## src/rtl/less_than_issuer.sv

```systemverilog
// Issue side of a pipelined FP less-than comparator: registers operand pairs onto the comparator,
// tracks tags through a latency-matched delay line and buffers {less, tag} results in a FIFO.
module less_than_issuer #(
  parameter int WIDTH      = 28,
  parameter int TAG_W      = 4,
  parameter int CMP_LAT    = 3,
  parameter int FIFO_DEPTH = 8,
  parameter int CNT_W      = 4
) (
  input  logic             clk,
  input  logic             rst,
  input  logic             s_valid,
  output logic             s_ready,
  input  logic [WIDTH:0]   s_a,
  input  logic [WIDTH:0]   s_b,
  input  logic [TAG_W-1:0] s_tag,
  output logic [WIDTH:0]   cmp_a,
  output logic [WIDTH:0]   cmp_b,
  input  logic             cmp_less,
  output logic             m_valid,
  input  logic             m_ready,
  output logic             m_less,
  output logic [TAG_W-1:0] m_tag,
  output logic [CNT_W-1:0] inflight
);
  localparam int PTR_W = $clog2(FIFO_DEPTH);
  localparam logic [PTR_W-1:0] PTR_ONE = 1;
  localparam logic [PTR_W:0]   CNT_ONE = 1;
  localparam logic [CNT_W-1:0] CRD_ONE = 1;
  localparam logic [CNT_W-1:0] CRD_MAX = CNT_W'(FIFO_DEPTH);

  logic                 accept;
  logic                 push;
  logic                 pop;
  logic [WIDTH:0]       cmpA_q, cmpA_d;
  logic [WIDTH:0]       cmpB_q, cmpB_d;
  logic [CMP_LAT:0]     dlVld_q, dlVld_d;
  logic [TAG_W-1:0]     dlTag_q [CMP_LAT+1];
  logic [TAG_W-1:0]     dlTag_d [CMP_LAT+1];
  logic [FIFO_DEPTH-1:0] memLess_q;
  logic [TAG_W-1:0]     memTag_q [FIFO_DEPTH];
  logic [PTR_W-1:0]     wrPtr_q, wrPtr_d;
  logic [PTR_W-1:0]     rdPtr_q, rdPtr_d;
  logic [PTR_W:0]       count_q, count_d;
  logic [CNT_W-1:0]     credits_q, credits_d;

  // A credit covers a pair from acceptance until its result is popped, so the FIFO cannot overflow.
  assign s_ready  = !rst && (credits_q != '0);
  assign accept   = s_valid && s_ready;
  assign push     = dlVld_q[CMP_LAT];
  assign m_valid  = (count_q != '0);
  assign pop      = m_valid && m_ready;
  assign cmp_a    = cmpA_q;
  assign cmp_b    = cmpB_q;
  assign m_less   = m_valid && memLess_q[rdPtr_q];
  assign m_tag    = m_valid ? memTag_q[rdPtr_q] : '0;
  assign inflight = CRD_MAX - credits_q;

  always_comb begin
    cmpA_d    = cmpA_q;
    cmpB_d    = cmpB_q;
    dlVld_d   = {dlVld_q[CMP_LAT-1:0], accept};
    dlTag_d[0] = s_tag;
    for (int i = 1; i <= CMP_LAT; i++) begin
      dlTag_d[i] = dlTag_q[i-1];
    end
    wrPtr_d   = push ? wrPtr_q + PTR_ONE : wrPtr_q;
    rdPtr_d   = pop ? rdPtr_q + PTR_ONE : rdPtr_q;
    count_d   = count_q;
    credits_d = credits_q;
    if (accept) begin
      cmpA_d = s_a;
      cmpB_d = s_b;
    end
    case ({push, pop})
      2'b10:   count_d = count_q + CNT_ONE;
      2'b01:   count_d = count_q - CNT_ONE;
      default: count_d = count_q;
    endcase
    case ({accept, pop})
      2'b10:   credits_d = credits_q - CRD_ONE;
      2'b01:   credits_d = credits_q + CRD_ONE;
      default: credits_d = credits_q;
    endcase
  end

  always_ff @(posedge clk) begin
    if (rst) begin
      cmpA_q    <= '0;
      cmpB_q    <= '0;
      dlVld_q   <= '0;
      wrPtr_q   <= '0;
      rdPtr_q   <= '0;
      count_q   <= '0;
      credits_q <= CRD_MAX;
    end else begin
      cmpA_q    <= cmpA_d;
      cmpB_q    <= cmpB_d;
      dlVld_q   <= dlVld_d;
      wrPtr_q   <= wrPtr_d;
      rdPtr_q   <= rdPtr_d;
      count_q   <= count_d;
      credits_q <= credits_d;
    end
  end

  // Payload storage needs no reset: the valid bits and the FIFO count qualify every entry.
  always_ff @(posedge clk) begin
    dlTag_q <= dlTag_d;
    if (push && !rst) begin
      memLess_q[wrPtr_q] <= cmp_less;
      memTag_q[wrPtr_q]  <= dlTag_q[CMP_LAT];
    end
  end
endmodule

```

## config.mk

```make
export PLATFORM = sky130hd
export DESIGN_NAME = less_than_issuer
export DESIGN_NICKNAME = d
export VERILOG_FILES = /design/src/rtl/less_than_issuer.sv
export SDC_FILE = /design/constraint.sdc
export NUM_CORES = 1
export LEC_CHECK = 0
export BUFFER_PORTS_ARGS = -buffer_cell sky130_fd_sc_hd__buf_2
export CORE_UTILIZATION = 30
export DETAILED_ROUTE_END_ITERATION = 8
export SETUP_SLACK_MARGIN = 0.15
export SLEW_MARGIN = 30
export SYNTH_ARGS = -nofsm -noshare
export SYNTH_HDL_FRONTEND = slang
export SYNTH_SLANG_ARGS = --single-unit
```

## constraint.sdc

```tcl
create_clock -name clk -period 2.9 [get_ports clk]
set_clock_uncertainty 0.15 [all_clocks]
set_input_delay 0.435 -clock clk [delete_from_list [all_inputs] [get_ports clk]]
set_output_delay 0.435 -clock clk [all_outputs]
set_load 0.02 [all_outputs]
```

==> impl.org <==
** Global route
- Largest net degree at the start of global routing :: roughly 120
- Sum of overflow across all layers after global routing :: 0
- Global routing used roughly 12% of the available tracks.
- Wire length of the first global-routing pass :: 16.6 mm
- The number of global-route vias before repair was 3537.
- The number of antenna violations at the first check in global routing was 0.

** Clock network
- TritonCTS built the clock tree.
- Number of buffers on the longest clock path :: 2
- Total number of H-tree levels :: 4
- Clock-pin slew reported for the worst setup and hold paths after clock tree synthesis :: roughly 60 ps
- Inserted Clock Buffers :: 17
- Clock Root Buffer :: clkbuf_16
- CTS sink cnt :: 135
- Clock latency on the worst-skew pair, taken at its later pin, is between 400 and 500 ps.

** Final layout
- Final net count :: approximately 660
- Area of the multi-input gates :: 1790 um2
- 0 antenna diodes ended up in the layout.
- Storage cell area :: about 3100 um2
- Commonest non-fill, non-tap cell in the layout :: buf_2
- Cells with a size suffix above 1 make up between 30 and 40% of the layout.
- Commonest cells after routing, fill and taps aside :: buf_2, dfxtp_1, nand2_1
- After routing the design area is around 6500 um2.
- Layout area overhead :: 29.1%
- Counting the fill cells in the layout gives 1574.

** STA
- Setup violations remaining at the end of the flow were counted as 0.
- Share of the cycle needed by the critical path after routing :: 89.4%
- Fin Setup TNS :: 0 ps
- Worst hold slack after final layout :: roughly 65 ps
- Crit path time final :: approximately 2600 ps
- Relative slew slack :: 52.9%
- Setup repair after global routing could not meet its margin everywhere.
- Final hold viol count :: 0
- Number of pins with negative max-slew slack in the final report :: 0
- Timing would allow up to 386 MHz.
- At the pin with the least slew margin, the transition time is 706 ps.

** Floorplanning
- The floorplan step set the die width to 132 um.
- The region available for standard cell placement spans 16500 um2.
- Die Y-Extent :: roughly 130 um
- The die covers around 17000 um2.
- Initial standard-cell utilization of the core :: 30.6%
- In this run the core area contains 47 standard-cell rows.
- In this run the count of I/O pins placed on the die edge is 136.

** Drt
- Via count normalized by instance count :: 4.31
- The first routing iteration left about 150 violations.
- Residual DRC :: 0
- Via count :: 3530
- Number of nets with antenna violations after routing :: 0
- Number of detailed-routing iterations run before antenna repair :: 5
- The final layout contains routed wiring with a total length of approximately 10 mm.
- Dividing the detail-routed wire length by the instance count gives about 12 um.

** Worst setup path
- The worst setup path is launched from a flip-flop.
- Of all nets on the critical path, the largest fanout is 6.
- The worst setup path is captured at a flip-flop.
- For the worst setup path, the data arrival time is ~2800 ps.
- STA puts the critical path data required time at between 3000 and 4000 ps.
- Class of the most critical setup path :: reg2reg

** Power and ir drop
- Summed over all nets, the switching power comes to 1430 uW.
- Of the total power, the share spent switching nets is around 28%.
- Part of the power in registers :: 43.0%
- Clk network pwr share :: about two fifths
- Combinational Power Share :: 16.7%
- Power Total :: 5150 uW
- PD cells :: slightly below 800 nW/um2
- Pleak :: approximately 0.0026 uW
- Maximum vdd drop :: 0.367 mV
- Internal power comes to 3710 uW.

** Place
- RePlAce Congestion :: about 0.73
- Count of input and output buffers :: 135
- Standard cell area after detailed placement :: between 5000 and 6000 um2
- Detailed placement HPWL :: between 6 and 7 mm

** Synth
- For this run, the number of Yosys warnings is 0.
- Mean post-synth cell area :: 11.2 um2
- Predominant post-synthesis flop cell :: dfxtp_1
- Sequential share of the synthesized area :: between 60% and 70%
- Post-synth EDFFs :: 40
- Netlist area before placement :: 5060 um2
- Post-synthesis net count :: ~530
- Share of synthesized flip-flops with an asynchronous set or reset :: 0%
- Counting every instance in the synthesized netlist gives 451.
- Synthesis inferred 135 register bits.
- Post-synthesis cell type count :: 38

** Run
- Max-cap violation count :: 0

** Hold path
- Class of the worst hold path :: in2reg

** Status
- Outcome :: complete, no violations
-- timing repair --
action                                  in CTS  in global routing
endpoints found under the setup margin       0                  3
setup buffers                                0                  0
resized for setup                            0                  3
endpoints found under the hold margin        4                  0
hold buffers                                 4                  0
-- final timing paths --
path | startpoint | end | slack [ps] | depth (start not counted)
worst max-delay path | credits_q[0] | credits_q[3] | 310 | 12
worst min-delay path | s_b[22] | cmp_b[22] | 70 | 3
worst max register to register | credits_q[0] | credits_q[3] | 310 | 12
worst min register to register | dlTag_d[4] | dlTag_d[0] | 170 | 0
-- cell usage after synthesis, drive strengths merged (2+ instances only) --
cell type	instances	share of area, %
mux2i	9	1.8
o21ai	61	6.0
ha	9	2.2
a21oi	5	0.57
nor2b	5	0.62
nand3	4	0.40
clkbuf	16	1.3
nor3b	2	0.49
nand2	64	4.8
edfxtp	40	24
buf	12	1.7
inv	7	0.52
mux4	10	4.5
nand2b	59	7.3
nor4	3	0.67
xnor2	3	0.52
nor2	28	2.1
dfxtp	95	38
xor2	8	1.4
-- worst max-delay path: stages (launching register included) --
cell and delay, ps:
dfxtp_2 390, inv_1 60, ha_1 210, nor3b_2 180
nor3b_4 210, inv_1 70, ha_1 220, inv_2 100
ha_1 270, a21oi_1 200, a211oi_1 100, a31oi_1 190
mux2i_1 190
-- stage by stage --
| step | utilization (%) | cells | setup slack (ps) |
|---|---|---|---|
| 4_1_cts | 39.5 | 819 | 184 |
| 3_3_place_gp | 35.8 | 783 | 365 |
| 2_1_floorplan | - | 451 | 173 |
| 6_report | 39.5 | 819 | 309 |
| 3_5_place_dp | 35.8 | 783 | 249 |
| 5_1_grt | 39.5 | 819 | 121 |
-- sequential cells by signal, indices dropped and copies added (netlist names), named ones only --
name / count
count_q: 4
dlTag_d: 12
cmp_b: 29
credits_q: 4
cmp_a: 29
wrPtr_q: 3
memLess_q: 8
rdPtr_q: 3
memTag_q: 32
dlTag_q: 4
dlVld_q: 4
-- kinds of logic after synthesis --
kind of cell | Yosys count | share of synthesized area (%)
buffers and inverters | 35 | 3.46
AOI/OAI and AO/OA | 69 | 7.05
and+or+nand+nor | 172 | 17.4
xor gates and xnor gates | 11 | 1.90
muxes | 19 | 6.23
adders and majority gates | 10 | 2.62
DFF | 135 | 61.3
-- power groups by stage --
stage / sequential [uW] / combinational, uW / clock [uW]
after floorplan: 2360 / 477 / 0
after global placement: 2240 / 845 / 0
after detailed placement: 2250 / 865 / 0
after CTS: 2210 / 872 / 2130
after global routing: 2240 / 944 / 2220
final: 2210 / 861 / 2070
-- cell type report --
class	instances	area share [%]
Clock inverter	14	2.28
Sequential cell	135	47.6
Multi-Input combinational cell	281	27.4
Inverter	7	0.402
Timing Repair Buffer	144	11.6
Clock buffer	18	6.57
Tap cell	220	4.21
-- routing by layer --
layer / vias up / GRT usage [%] / routed length, um
li1: 1792 / - / -
met1: 1642 / 13.8 / 4400
met2: 87 / 20.5 / 5050
met3: 9 / 4.31 / 487
met4: 0 / 5.75 / 127
met5: - / 0 / 0
No activity file was read; power rests on OpenSTA's default activity.
